**config.mk**
```make
export PLATFORM = sky130hd
export DESIGN_NAME = floor_request_manager
export DESIGN_NICKNAME = d
export VERILOG_FILES = /design/src/rtl/floor_request_manager.sv
export SDC_FILE = /design/constraint.sdc
export NUM_CORES = 1
export LEC_CHECK = 0
export ABC_CLOCK_PERIOD_IN_PS = 2100
export BUFFER_PORTS_ARGS = -buffer_cell sky130_fd_sc_hd__buf_2
export CORE_UTILIZATION = 40
export CTS_CLUSTER_SIZE = 8
export DETAILED_ROUTE_END_ITERATION = 16
export GPL_ROUTABILITY_DRIVEN = 0
export GPL_TIMING_DRIVEN = 0
export SLEW_MARGIN = 20
export SYNTH_ARGS = -nofsm -noshare
export SYNTH_HDL_FRONTEND = slang
export SYNTH_SLANG_ARGS = --single-unit
```
**constraint.sdc**
```tcl
create_clock -name clk -period 2.1 [get_ports clk]
set_clock_uncertainty 0.1 [all_clocks]
set_input_delay 0.105 -clock clk [delete_from_list [all_inputs] [get_ports clk]]
set_output_delay 0.105 -clock clk [all_outputs]
set_load 0.05 [all_outputs]
```
**src/rtl/floor_request_manager.sv**
```systemverilog
// floor_request_manager: debounces call buttons into a pending-request vector cleared on door service
module floor_request_manager #(
  parameter int NUM_FLOORS = 4,
  parameter int FLOOR_W    = 2,
  parameter int DB_CYCLES  = 4,
  parameter int CNT_W      = 3
) (
  input  logic                  clk,
  input  logic                  rst,
  input  logic [NUM_FLOORS-1:0] btn_raw,
  input  logic [FLOOR_W-1:0]    current_floor,
  input  logic                  door_open,
  output logic [NUM_FLOORS-1:0] req,
  output logic [NUM_FLOORS-1:0] lamp,
  output logic [CNT_W-1:0]      pending_count,
  output logic                  svc_pulse,
  output logic [FLOOR_W-1:0]    served_floor
);
  localparam int DW = $clog2(DB_CYCLES + 1);
  localparam logic [1:0] LO_STABLE = 2'd0;
  localparam logic [1:0] CHK_HI    = 2'd1;
  localparam logic [1:0] HI_STABLE = 2'd2;
  localparam logic [1:0] CHK_LO    = 2'd3;
  localparam logic [DW-1:0] DB_LAST = DW'(DB_CYCLES - 1);
  logic                  door_open_d;
  logic                  svc_ev;
  logic [NUM_FLOORS-1:0] press;
  logic [NUM_FLOORS-1:0] clr;
  logic [NUM_FLOORS-1:0] blk;
  logic [NUM_FLOORS-1:0] req_nxt;
  logic [CNT_W-1:0]      cnt_nxt;
  assign svc_ev  = door_open & ~door_open_d;
  assign req_nxt = (req | (press & ~blk)) & ~clr;
  assign lamp    = req;
  genvar i;
  generate
    for (i = 0; i < NUM_FLOORS; i = i + 1) begin : g_btn
      logic [1:0]    sync;
      logic [1:0]    st;
      logic [DW-1:0] cnt;
      logic          deb;
      logic          deb_d;
      assign press[i] = deb & ~deb_d;
      assign blk[i]   = door_open & (current_floor == FLOOR_W'(i));
      assign clr[i]   = svc_ev & (current_floor == FLOOR_W'(i)) & req[i];
      always_ff @(posedge clk) begin
        if (rst) begin
          sync  <= '0;
          st    <= LO_STABLE;
          cnt   <= '0;
          deb   <= 1'b0;
          deb_d <= 1'b0;
        end else begin
          sync  <= {sync[0], btn_raw[i]};
          deb_d <= deb;
          case (st)
            LO_STABLE: if (sync[1]) begin
              st  <= CHK_HI;
              cnt <= DW'(1);
            end
            CHK_HI: if (!sync[1]) begin
              st  <= LO_STABLE;
              cnt <= '0;
            end else if (cnt == DB_LAST) begin
              st  <= HI_STABLE;
              cnt <= '0;
              deb <= 1'b1;
            end else begin
              cnt <= cnt + DW'(1);
            end
            HI_STABLE: if (!sync[1]) begin
              st  <= CHK_LO;
              cnt <= DW'(1);
            end
            default: if (sync[1]) begin
              st  <= HI_STABLE;
              cnt <= '0;
            end else if (cnt == DB_LAST) begin
              st  <= LO_STABLE;
              cnt <= '0;
              deb <= 1'b0;
            end else begin
              cnt <= cnt + DW'(1);
            end
          endcase
        end
      end
    end
  endgenerate
  always_comb begin
    cnt_nxt = '0;
    for (int k = 0; k < NUM_FLOORS; k++) cnt_nxt = cnt_nxt + CNT_W'(req_nxt[k]);
  end
  always_ff @(posedge clk) begin
    if (rst) begin
      door_open_d   <= 1'b0;
      req           <= '0;
      pending_count <= '0;
      svc_pulse     <= 1'b0;
      served_floor  <= '0;
    end else begin
      door_open_d   <= door_open;
      req           <= req_nxt;
      pending_count <= cnt_nxt;
      svc_pulse     <= |clr;
      served_floor  <= |clr ? current_floor : served_floor;
    end
  end
endmodule
```
==> flow_summary.json, run 1 <==
{
  "io_pins": 23,
  "synth_top_family_by_area": "simple AND/OR/NAND/NOR gates",
  "fin_nets": 333,
  "yosysUniqueCellTypes": 43,
  "synth_area_sq_um": 2470,
  "crit_type": "register to register",
  "placed_cell_area_sq_um": 2670,
  "drc": 0,
  "crit_fanout": 5,
  "routed_wl_mm": 4.75,
  "post_synth_xor_area_fraction": 0,
  "final-seq-area_sq_um": 946,
  "die_y_um": 80.6,
  "synth_mux_area_frac": 0.0552,
  "leakage_nw": 1.23,
  "grt_max_degree": 14,
  "synth-compound-area-share": 0.171,
  "rr_worst_depth": 6,
  "core_area_sq_um": 5960,
  "area_growth_pct": 13.7,
  "portBuffers": 20,
  "drtIter0Drc": 69,
  "finish.utilization": 0.472,
  "cts_setup_buffers": 0,
  "synth_most_common_cell": "dfxtp_1",
  "finalCritPeriodShare": 0.930,
  "numCtsBuffers": 5,
  "ys_seq_area_frac": 0.381,
  "synthArstFlopShare": 0,
  "clk_pin_slew_ps": 80,
  "synth_edf_count": 0,
  "power.density_nw_per_um2": 554,
  "min_to": "lamp[3]",
  "arrival_ps": 2020,
  "reg2reg_to": "pending_count[1]",
  "critPathCaptureType": "register",
  "synth_top_area_cell": "dfxtp_1",
  "antenna_found_initial": 0,
  "max_freq_ghz": 0.512,
  "fin_ws_ps": 148,
  "root_buffer": "clkbuf_8",
  "detail_route.vias_per_cell": 5.05,
  "synthSimpleGateAreaFrac": 0.225,
  "drive_gt1_frac": 0.162,
  "rsz0062_at_grt": "no",
  "num-fill-cells": 585,
  "grt_overflow": 0,
  "final_max_slew_viol_count": 0,
  "tns_ps": 0,
  "die_area_sq_um": 6490,
  "grt_pass1_wl_mm": 8.01,
  "syn_inst": 269,
  "antenna_left": 0,
  "synth_warnings": 0,
  "instances_no_fill": 377,
  "tightest_slew_ps": 620,
  "ys.flop_type": "dfxtp_1",
  "cts_tree": "done",
  "maxSlewHeadroom": 0.586,
  "synth-seq-cells": 47,
  "netlist.area_leader.share": 0.381,
  "dpl_worst_slack_ps": -54.5,
  "placementRows": 28,
  "dp_hpwl_mm": 3.44,
  "num_vias": 1902,
  "syn-num-nets": 301,
  "chipWidth_um": 80.6,
  "period_minus_slack_ps": 1950,
  "multi_input_area_sq_um": 1420,
  "final_hold_viol_count": 0,
  "r2r_slack_ps": 150,
  "drv_cap": 0,
  "drtPass1Iterations": 4,
  "diodes": 0,
  "numClockSinks": 47,
  "grt_pass1_vias": 1709,
  "synth_fa_ha_area_frac": 0.120,
  "holdPathStages": 4,
  "syn_avg_cell_area_sq_um": 9.18,
  "design_area_sq_um": 2810,
  "peakVddDrop_mv": 0.355,
  "min-delay-start": "current_floor[1]",
  "status": "completed",
  "insertion_delay_ps": 300,
  "hp-class": "input port to register",
  "start_kind": "register",
  "critPathRequiredTime_ps": 2170,
  "cts_max_level": 2,
  "timing.rr.start": "lamp[0]",
  "routedWlPerCell_um": 12.6,
  "synth_area_leaders": "dfxtp_1, ha_1, nor2b_1",
  "setup_violations": 0,
  "dp.cells": 364,
  "synth_common_cells": "dfxtp_1, nor2b_1, a21oi_1",
  "grt_usage": 0.162,
  "initial_core_util": 0.415,
  "clock_path_buffers": 2
}
==> timing repair <==
item | in CTS | in global routing
hold buffers | 5 | 0
setup endpoints to repair | 1 | 1
gates resized for setup | 1 | 2
hold endpoints to repair | 5 | 0
==> power by group <==
part / switching, mW / internal, mW / leakage [nW]
logic: 0.0602 / 0.0512 / 0.802
clock network: 0.294 / 0.234 / 0.0422
registers: 0.0116 / 0.905 / 0.383
==> cell families (layout without fill, tap and decap cells) <==
group / Yosys count / after routing
AND/OR/NAND/NOR: 97 / 97
AO/OA/AOI/OAI: 65 / 65
flip-flops: 47 / 47
buffers and inverters: 25 / 58
adder cells (fa/ha/maj): 23 / 23
multiplexers: 12 / 12
==> flip-flops by register name (all words and copies together) (netlist names), named ones only <==
register,count
g_btn.st,4
g_btn.cnt,12
served_floor,2
g_btn.deb,4
door_open_d,1
lamp,4
pending_count,3
g_btn.sync,8
g_btn.deb_d,4
svc_pulse,1
==> how the worst max path moves through the flow <==
stage	start	endpoint	slack, ps	cells after the start
final	lamp[0]	pending_count[1]	150	6
after global routing	door_open_d	pending_count[1]	40	6
after CTS	lamp[0]	pending_count[1]	50	6
after detailed placement	current_floor[1]	pending_count[1]	-50	8
after global placement	current_floor[1]	pending_count[1]	-30	8
after floorplan	lamp[0]	pending_count[1]	50	6
==> per-layer routing <==
metal | GRT usage | share of wire | vias to the layer above
li1 | - | - | 998
met3 | 0.0375 | 0.043 | 5
met2 | 0.247 | 0.46 | 31
met5 | 0 | 0 | -
met4 | 0.0536 | 0.012 | 0
met1 | 0.223 | 0.49 | 868
==> layout by cell type, fill, tap and decap left out, types with 2 or more instances in the layout <==
cell type	netlist	routed
o311ai_1	3	3
o21ai_0	11	11
nand3b_1	6	6
nand4_1	2	2
nand3_1	3	3
buf_4	4	4
ha_1	22	22
nor2b_1	28	28
mux2i_1	8	8
o31ai_1	6	6
dfxtp_1	47	43
dlygate4sd3_1	0	5
a21oi_1	26	25
clkbuf_8	0	5
nand2b_1	16	16
nor3_1	6	6
dfxtp_2	0	4
a211oi_1	3	2
mux2i_2	3	3
a21o_1	4	4
nor2_1	18	18
clkbuf_1	5	7
inv_1	12	12
a221oi_1	2	2
nand2_1	9	9
and3_1	3	3
buf_2	3	23
a21oi_2	1	2
==> area by class of cell <==
| cell class | count | share of cell area |
|---|---|---|
| clock inverters | 1 | 0.00178 |
| well taps | 75 | 0.0334 |
| multi-input cells | 197 | 0.505 |
| inverters | 12 | 0.0160 |
| plain buffers | 13 | 0.0267 |
| clock buffers | 7 | 0.0272 |
| repair buffers | 25 | 0.0535 |
| flip-flops and latches | 47 | 0.337 |
==> per-stage QoR <==
step | power (mW) | hold WS (ps)
detailed placement | 1.04 | 221
global route | 1.63 | 135
global placement | 1.04 | 215
CTS | 1.58 | 85.9
finish | 1.56 | 108
floorplan | 1.01 | 133
==> critical path, cell delays in order (launching register included) <==
cell      delay, ps
dfxtp_2         350
a211oi_2        240
nor2_1           90
fa_1            480
ha_1            200
ha_1            260
nor2b_1         120
Power figures use the tool's default switching activity.
==> run 2, diff against run 1 <==
- ABC_CLOCK_PERIOD_IN_PS: 2100 -> 2360
- CORE_UTILIZATION: 40 -> 60
- PLACE_DENSITY: default -> 0.8
- clock period: 2.1 -> 2.36 ns (I/O delays scaled with it)
==> flow_summary.json, run 2 (same netlist as run 1, synthesis figures left out) <==
{
  "netSwitchingPower_mw": 0.331,
  "period_minus_slack_ps": 2230,
  "arrival_ps": 2310,
  "num_vias": 1919,
  "largestRegisters": "g_btn.cnt: 12 flops, g_btn.sync: 8 flops",
  "diodes": 0,
  "portBuffers": 20,
  "final_hold_viol_count": 0,
  "rsz0062_at_grt": "no",
  "io_pins": 23,
  "initial_core_util": 0.650,
  "tns_ps": 0,
  "dp_hpwl_mm": 3.33,
  "grt_usage": 0.243,
  "power.density_nw_per_um2": 519,
  "numCtsBuffers": 5,
  "routed_wl_mm": 4.68,
  "clkPwrFrac": 0.368,
  "die_y_um": 66.2,
  "antenna_left": 0,
  "largest_register_ffs": 12,
  "use_met2": 0.404,
  "swShare": 0.229,
  "cts_max_level": 2,
  "routedWlPerCell_um": 13.4,
  "drtIter0Drc": 55,
  "setup_violations": 0,
  "tightest_slew_ps": 634,
  "seqPwrFrac": 0.563,
  "drive_gt1_frac": 0.156,
  "cts_tree": "done",
  "finalCritPeriodShare": 0.947,
  "layout_commonest_cell": "dfxtp_1",
  "antenna_found_initial": 0,
  "detail_route.vias_per_cell": 5.48,
  "root_buffer": "clkbuf_8",
  "drtPass1Iterations": 4,
  "die_area_sq_um": 4380,
  "grt_overflow": 0,
  "insertion_delay_ps": 300,
  "num-fill-cells": 300,
  "area_growth_pct": 13.1,
  "numClockSinks": 47,
  "leakage_nw": 1.23,
  "met1_usage": 0.314,
  "power_report.internal_total_mw": 1.12,
  "combPwrFrac": 0.069,
  "met3_usage": 0.0483,
  "placementRows": 22,
  "chipWidth_um": 66.2,
  "fin_nets": 333,
  "grt.busiest_layer": "met2",
  "status": "completed",
  "crit_type": "input port to register",
  "cts_setup_buffers": 0,
  "regMostFlops": "g_btn.cnt",
  "crit_fanout": 5,
  "max_freq_ghz": 0.447,
  "grt_pass1_wl_mm": 8.02,
  "core_area_sq_um": 3800,
  "clk_pin_slew_ps": 80,
  "grt_max_degree": 15,
  "drv_cap": 0,
  "final_cell_mix": "dfxtp_1, nor2b_1, a21oi_1, buf_2, ha_1",
  "fin_ws_ps": 125,
  "grt_pass1_vias": 1815,
  "start_kind": "input port",
  "dpl_worst_slack_ps": 178,
  "critPathCaptureType": "register",
  "critPathRequiredTime_ps": 2430,
  "maxSlewHeadroom": 0.577,
  "clock_path_buffers": 2,
  "peakVddDrop_mv": 0.461,
  "drc": 0,
  "hp-class": "input port to register",
  "final_max_slew_viol_count": 0
}
run 2: cell types whose count changed in the layout (fill, tap and decap cells not counted):
| cell | change |
|---|---|
| clkbuf_8 | +2 |
| dfxtp_2 | -4 |
| dfxtp_1 | +4 |
| clkbuf_1 | -2 |
| clkinv_2 | -1 |
| clkinvlp_4 | +1 |
run 2: critical path, cell delays in order:
cell	delay, ps
dlygate4sd3_1	520
buf_2	150
nand2b_1	140
a211oi_2	210
nor2_1	90
fa_1	480
ha_1	200
ha_1	260
nor2b_1	130
run 2: layout make-up:
cell class,instances,area [sq um],share of cell area
sequential,47,941,0.337
clock buffer,7,96.3,0.0345
multi-input combinational,197,1420,0.508
clock inverter,1,7.51,0.00269
tap,48,60.1,0.0215
inverter,12,45.0,0.0161
buffer,13,75.1,0.0269
timing repair buffer,25,150,0.0538
run 2: power groups by stage:
stage                     Sequential (mW)  Combinational (mW)  Clock [mW]
after global routing                0.817               0.110       0.572
final                               0.815               0.101       0.532
after global placement              0.833              0.0899           0
after detailed placement            0.834              0.0925           0
after floorplan                     0.831              0.0694           0
after CTS                           0.815              0.0993       0.545
run 2: repair_timing:
item	in CTS	in global routing
gates resized for setup	0	2
hold endpoints to repair	5	0
setup endpoints to repair	0	2
hold buffers	5	0
run 2: worst paths after layout:
check,startpoint,to,slack [ps],depth (start not counted)
max,door_open,pending_count[1],130,9
min reg2reg,g_btn[2].cnt[2],g_btn[2].cnt[2],350,2
max reg2reg,door_open_d,pending_count[1],300,6
min,current_floor[0],served_floor[0],110,3
run 2: stage by stage:
| stage | instance area [sq um] | power (mW) | std cells | utilization | hold WS [ps] |
|---|---|---|---|---|---|
| 2_1_floorplan | 2470 | 0.901 | 269 | - | 146 |
| 3_3_place_gp | 2630 | 0.923 | 337 | 0.692 | 228 |
| 3_5_place_dp | 2630 | 0.926 | 337 | 0.692 | 235 |
| 4_1_cts | 2780 | 1.46 | 350 | 0.733 | 86.6 |
| 5_1_grt | 2790 | 1.50 | 350 | 0.735 | 149 |
| 6_report | 2790 | 1.45 | 350 | 0.735 | 110 |
run 2: routing by layer:
layer | up-vias | wire (um)
li1 | 997 | -
met1 | 893 | 2310
met2 | 23 | 2190
met3 | 6 | 124
met4 | 0 | 53
met5 | - | 0
